**config.mk**
```make
export PLATFORM = sky130hd
export DESIGN_NAME = sync_updown_counter
export DESIGN_NICKNAME = d
export VERILOG_FILES = /design/src/rtl/sync_updown_counter.sv
export SDC_FILE = /design/constraint.sdc
export NUM_CORES = 1
export LEC_CHECK = 0
export ABC_AREA = 1
export CORE_AREA = 8 8 45 47
export CTS_BUF_LIST = sky130_fd_sc_hd__clkbuf_8
export DETAILED_ROUTE_END_ITERATION = 6
export DIE_AREA = 0 0 53 55
export GPL_TIMING_DRIVEN = 0
export SYNTH_ARGS = -nofsm -noshare
export SYNTH_HDL_FRONTEND = slang
export SYNTH_SLANG_ARGS = --single-unit
```
**constraint.sdc**
```tcl
create_clock -name clk -period 2 [get_ports clk]
set_input_delay 0.4 -clock clk [delete_from_list [all_inputs] [get_ports clk]]
set_output_delay 0.4 -clock clk [all_outputs]
set_load 0.02 [all_outputs]
```
**src/rtl/sync_updown_counter.sv**
```systemverilog
// Synchronous up/down counter with programmable modulus, prescaler, parallel
// load and wrap/saturate mode. All state is on clk with synchronous reset.
module sync_updown_counter #(
   parameter int unsigned WIDTH   = 4,
   parameter int unsigned MAX_VAL = 15,
   parameter int unsigned DIV     = 1
) (
   input  logic             clk,
   input  logic             reset,
   input  logic             en,
   input  logic             up,
   input  logic             sat,
   input  logic             load,
   input  logic [WIDTH-1:0] load_val,
   output logic [WIDTH-1:0] q,
   output logic             tc,
   output logic             wrap
);

   // Prescaler width; one bit minimum so DIV=1 still has a legal vector.
   localparam int unsigned PW = (DIV > 1) ? $clog2(DIV) : 1;
   localparam logic [WIDTH-1:0] MaxQ  = WIDTH'(MAX_VAL);
   localparam logic [PW-1:0]    PLast = PW'(DIV - 1);

   logic [WIDTH-1:0] cnt_q, cnt_d;
   logic [PW-1:0]    pcnt_q, pcnt_d;
   logic             wrap_q, wrap_d;

   // Next state: load beats enable; a step happens on the last prescale slot.
   always_comb begin
      cnt_d  = cnt_q;
      pcnt_d = pcnt_q;
      wrap_d = 1'b0;
      if (load) begin
         cnt_d  = (load_val > MaxQ) ? MaxQ : load_val;
         pcnt_d = '0;
      end else if (en) begin
         if (pcnt_q == PLast) begin
            pcnt_d = '0;
            if (up) begin
               if (cnt_q >= MaxQ) begin
                  if (!sat) begin
                     cnt_d  = '0;
                     wrap_d = 1'b1;
                  end
               end else begin
                  cnt_d = cnt_q + WIDTH'(1);
               end
            end else begin
               if (cnt_q == '0) begin
                  if (!sat) begin
                     cnt_d  = MaxQ;
                     wrap_d = 1'b1;
                  end
               end else begin
                  cnt_d = cnt_q - WIDTH'(1);
               end
            end
         end else begin
            pcnt_d = pcnt_q + PW'(1);
         end
      end
   end

   // State registers with synchronous reset taking priority over everything.
   always_ff @(posedge clk) begin
      if (reset) begin
         cnt_q  <= '0;
         pcnt_q <= '0;
         wrap_q <= 1'b0;
      end else begin
         cnt_q  <= cnt_d;
         pcnt_q <= pcnt_d;
         wrap_q <= wrap_d;
      end
   end

   // Terminal count follows q and direction without a register stage.
   always_comb begin
      tc = up ? (cnt_q == MaxQ) : (cnt_q == '0);
   end

   assign q    = cnt_q;
   assign wrap = wrap_q;

endmodule
```
; Word level (Yosys, flattened, before mapping)
; Index checks and enable logic that the tools add are counted.
[totals]
register_bits = 6
in_bits = 10
output_inout_bits = 6
wordCells = 33
[classes]
addsub = 3
n_lt_le_gt_ge = 2
n_eq_ne = 4
n_mux = 15
bitwise = 1
reduce_logical = 5
[op_table]
columns = op, n
row1 = two-way mux 4 bit, 9
row2 = != test 4 bit (second input constant), 2
row3 = two-way mux 1 bit, 6
row4 = adder 4 x 1 -> 4 bit (second input constant), 1
row5 = == test 4 bit (second input constant), 1
row6 = >= comparator 4 bit (second input constant), 1
row7 = > comparator 4 bit (second input constant), 1
row8 = zero test 4 bit, 1
row9 = AND reduction 4 bit, 1
row10 = OR reduction 4 bit, 1
row11 = subtractor 4 x 1 -> 4 bit (second input constant), 1
row12 = != test 2 bit (second input constant), 1
row13 = nonzero test 2 bit, 1
row14 = OR reduction 2 bit, 1
row15 = adder 1 bit (second input constant), 1
row16 = inverter 1 bit, 1

; Depth between registers and ports, before layout
[logic_depth]
depth_word = 6
mapped_depth = 9
mapped_depth_nobuf = 9

; Least setup slack after synthesis
; Ideal clock, no wire load.
[synth_timing]
path_kind = register to output
start = reg cnt_q[0], in the netlist q[0]
end = out tc
arrival_ps = 1209
t_required_ps = 1600
path_slack_ps = 391
path_stages_with_launch = 7
n_path_buf = 0
cell_sequence = dfxtp_1 -> inv_1 -> ha_1 -> nand3_1 -> inv_1 -> nor2_1 -> inv_1
[synth_between]
elab_chain_len = 2
word_cells_on_any_way = 3
cone_classes = 1 x eq/ne / 1 x mux / 1 x reduce/logical
[synth_rtl]
columns = item, line_no
row1 = "start, declared", 25  ; logic [WIDTH-1:0] cnt_q, cnt_d;
row2 = "start signal, assigned", 72  ; cnt_q <= cnt_d;
row3 = == test 4 bit or zero test 4 bit (tied branches), 80  ; tc = up ? (cnt_q == MaxQ) : (cnt_q == '0);
row4 = two-way mux 1 bit *, 80
row5 = "end, declared", 16  ; output logic tc,
; Mark *: on every way between the ends. The rest lies on a longest branch, timed or not.

; Worst setup path in the final report
[layout_timing]
start = reg cnt_q[1], in the netlist q[1]
end = out tc
; Same word-level chain as after synthesis.

==> run_results.csv <==
group,metric,value,unit
outcome,outcome,"finished, final reports clean",
final_layout,area_delta_synth_final,48.9,%
routing,remaining_drc_errors,0,
final_layout,fin_nets,111,
synth,syn_nets,91,
final_layout,seq_area,103,sq um
sta,setup_viol,0,
sta,min_period_over_period,0.942,
place,gp_congestion,0.806,
clock_tree,ctsHoldBuffers,0,
synth,ys_seq_area_frac,0.219,
setup_path,worstSetupEndpointType,"output pin",
clock_tree,cts_inserted_buffers,3,
setup_path,required,1.60,ns
clock_tree,cts_buffer_depth,2,
setup_path,cpPeakStageDelay,0.38,ns
routing,drt_pre_antenna_iters,4,
routing,wl_per_cell,10.3,um
final_layout,diodes,0,
sta,clock.fmax,531,MHz
routing,drt_iter0_drc,10,
place,dp_hpwl,984,um
synth,synth_warnings,0,
clock_tree,clock_latency,0.22,ns
clock_tree,clock_sink_count,5,
global_route,antenna_found_initial,0,
setup_path,crit_fanout,7,
setup_path,critPathLaunchType,"register",
power_and_ir_drop,total_leakage_power,0.347,nW
clock_tree,root_buffer,"clkbuf_8",
setup_path,path_class,"register to output pin",
setup_path,cpMostUsedCell,"nor2_2",
setup_path,path_buf_inv,2,
global_route,grt_first_pass_wirelength,1930,um
synth,syn_area,458,sq um
routing,viasPerCell,4.85,
sta,tns,0,ns
final_layout,drive_gt1_frac,0.163,
floorplan,die_area,2920,sq um
clock_tree,tritoncts,"done",
clock_tree,clkSlewWorstSetupHoldPaths,0.03,ns
synth,avgSynthCellArea,5.80,sq um
sta,slew_violations,0,
synth,ys_ff_latch,5,
place,numPortBuffers,15,
routing,drt-total-wl,1180,um
setup_path,cp_slowest_cell,"dfxtp_2",
global_route,grt_usage,0.0891,
setup_path,cp_top_family,"flip-flops",
clock_tree,htreeDepth,1,
final_layout,multi_input_area,320,sq um
setup_path,cp.arrival,1.48,ns
power_and_ir_drop,ir_drop,419,uV
power_and_ir_drop,p_total,438,uW
sta,skew,0.00264,ns
routing,vias,553,
sta,slew_headroom,0.787,
clock_tree,post_cts_resized,5,
synth,syn_inst,79,
sta,fin_crit,1.88,ns
sta,rsz0062_at_grt,"false",
routing,drtAntennaViolNets,0,
setup_path,crit_chain,"ha_1 > nand3_2 > nor2_2 > nor2_2 > inv_1 > clkdlybuf4s15_1",
global_route,grt_pass1_vias,480,
sta,worstMarginPinSlew,0.319,ns
final_layout,fillers,161,
sta,hold-worst-slack,0.512,ns
floorplan,start_util,0.331,
floorplan,die_height,55,um
global_route,grt_start_max_net_pins,10,
clock_tree,postCtsSetupRepairBufs,0,
sta,final_hold_viol_count,0,
floorplan,core_area,1380,sq um
floorplan,fp-row-count,14,
synth,synth_cell_types,18,
global_route,grt_overflow,0,
run,maxCapViolCount,0,
min_path,hp-class,"register to register",
floorplan,ios,16,
power_and_ir_drop,p_per_area,643,nW/um^2
floorplan,die_x,53,um
## area by class of cell
cell class | count | area share
tap | 16 | 0.0294
inverter | 12 | 0.0661
clock buffer | 3 | 0.0606
clock inverter | 1 | 0.00550
multi-input combinational | 62 | 0.470
sequential | 5 | 0.150
timing repair buffer | 15 | 0.218
## placed cells by master, fill, tap and decap left out
cell type,synthesis,routed
a21oi_1,3,3
clkbuf_8,0,3
clkdlybuf4s15_1,0,1
clkdlybuf4s50_1,0,13
dfxtp_1,5,3
dfxtp_2,0,2
dlygate4sd2_1,0,1
ha_1,2,1
ha_2,0,1
inv_1,11,11
inv_2,1,2
nand2_1,24,24
nand2_2,1,1
nand3_1,7,7
nand3_2,1,1
nand3_4,1,1
nand3b_1,2,2
nand4_1,1,1
nand4_2,1,1
nor2_1,14,12
nor2_2,1,3
nor3_1,1,1
o21ai_0,2,2
or2_2,1,1
## stage by stage
step                      instances  utilization  setup slack [ns]  area [sq um]
after detailed placement        110        0.454            -0.358           628
final                           114        0.493             0.116           682
after CTS                       114        0.486           0.00548           673
after floorplan                  79            -             0.391           458
after global routing            114        0.493            0.0132           682
after global placement          110        0.454            -0.375           628
## worst reg2reg max path, cell delays in order, from the launching register on
cell and delay (ns):
dfxtp_2 0.33, inv_1 0.13, ha_2 0.30, a21oi_1 0.13, o21ai_0 0.10, nand2_1 0.06, nand2_1 0.05, a21oi_1 0.11
## worst paths after layout
path                            from   end  slack (ns)  cells past startpoint
worst min register to register  q[1]  q[1]        0.51                      2
worst max-delay path            q[1]    tc        0.12                      6
worst min-delay path            q[1]  q[1]        0.51                      2
worst max register to register  q[0]  q[1]        0.72                      7
## per-layer routing
layer  global-route usage  wire length, um  up-vias
li1                     -                -      285
met1               0.0927              493      250
met2                0.152              561       15
met3               0.0481              108        3
met4               0.0259               11        0
met5                    0                0        -
## synth_stat cells
| library cell | instances | area, sq um |
|---|---|---|
| a21oi_1 | 3 | 15.0 |
| dfxtp_1 | 5 | 100 |
| ha_1 | 2 | 25.0 |
| inv_1 | 11 | 41.3 |
| inv_2 | 1 | 3.75 |
| nand2_1 | 24 | 90.1 |
| nand2_2 | 1 | 6.26 |
| nand3_1 | 7 | 35.0 |
| nand3_2 | 1 | 10.0 |
| nand3_4 | 1 | 17.5 |
| nand3b_1 | 2 | 15.0 |
| nand4_1 | 1 | 6.26 |
| nand4_2 | 1 | 12.5 |
| nor2_1 | 14 | 52.6 |
| nor2_2 | 1 | 6.26 |
| nor3_1 | 1 | 5.00 |
| o21ai_0 | 2 | 10.0 |
| or2_2 | 1 | 6.26 |
## cell families after synthesis
logic type / synth area share
simple gates: 0.574
flops: 0.219
compound gates: 0.0546
buf+inv: 0.0984
fa+ha+maj: 0.0546
## power by group
group	internal, mW	total, mW	switching, mW	leakage (nW)
Combinational	0.0618	0.132	0.0701	0.278
Clock	0.132	0.182	0.0508	0.0269
Sequential	0.110	0.124	0.0144	0.0418
## registers in the layout, indices dropped and copies added, names as in the netlist
name,flops
q,4
wrap,1
Note: power is estimated with default switching activity, not from simulation.
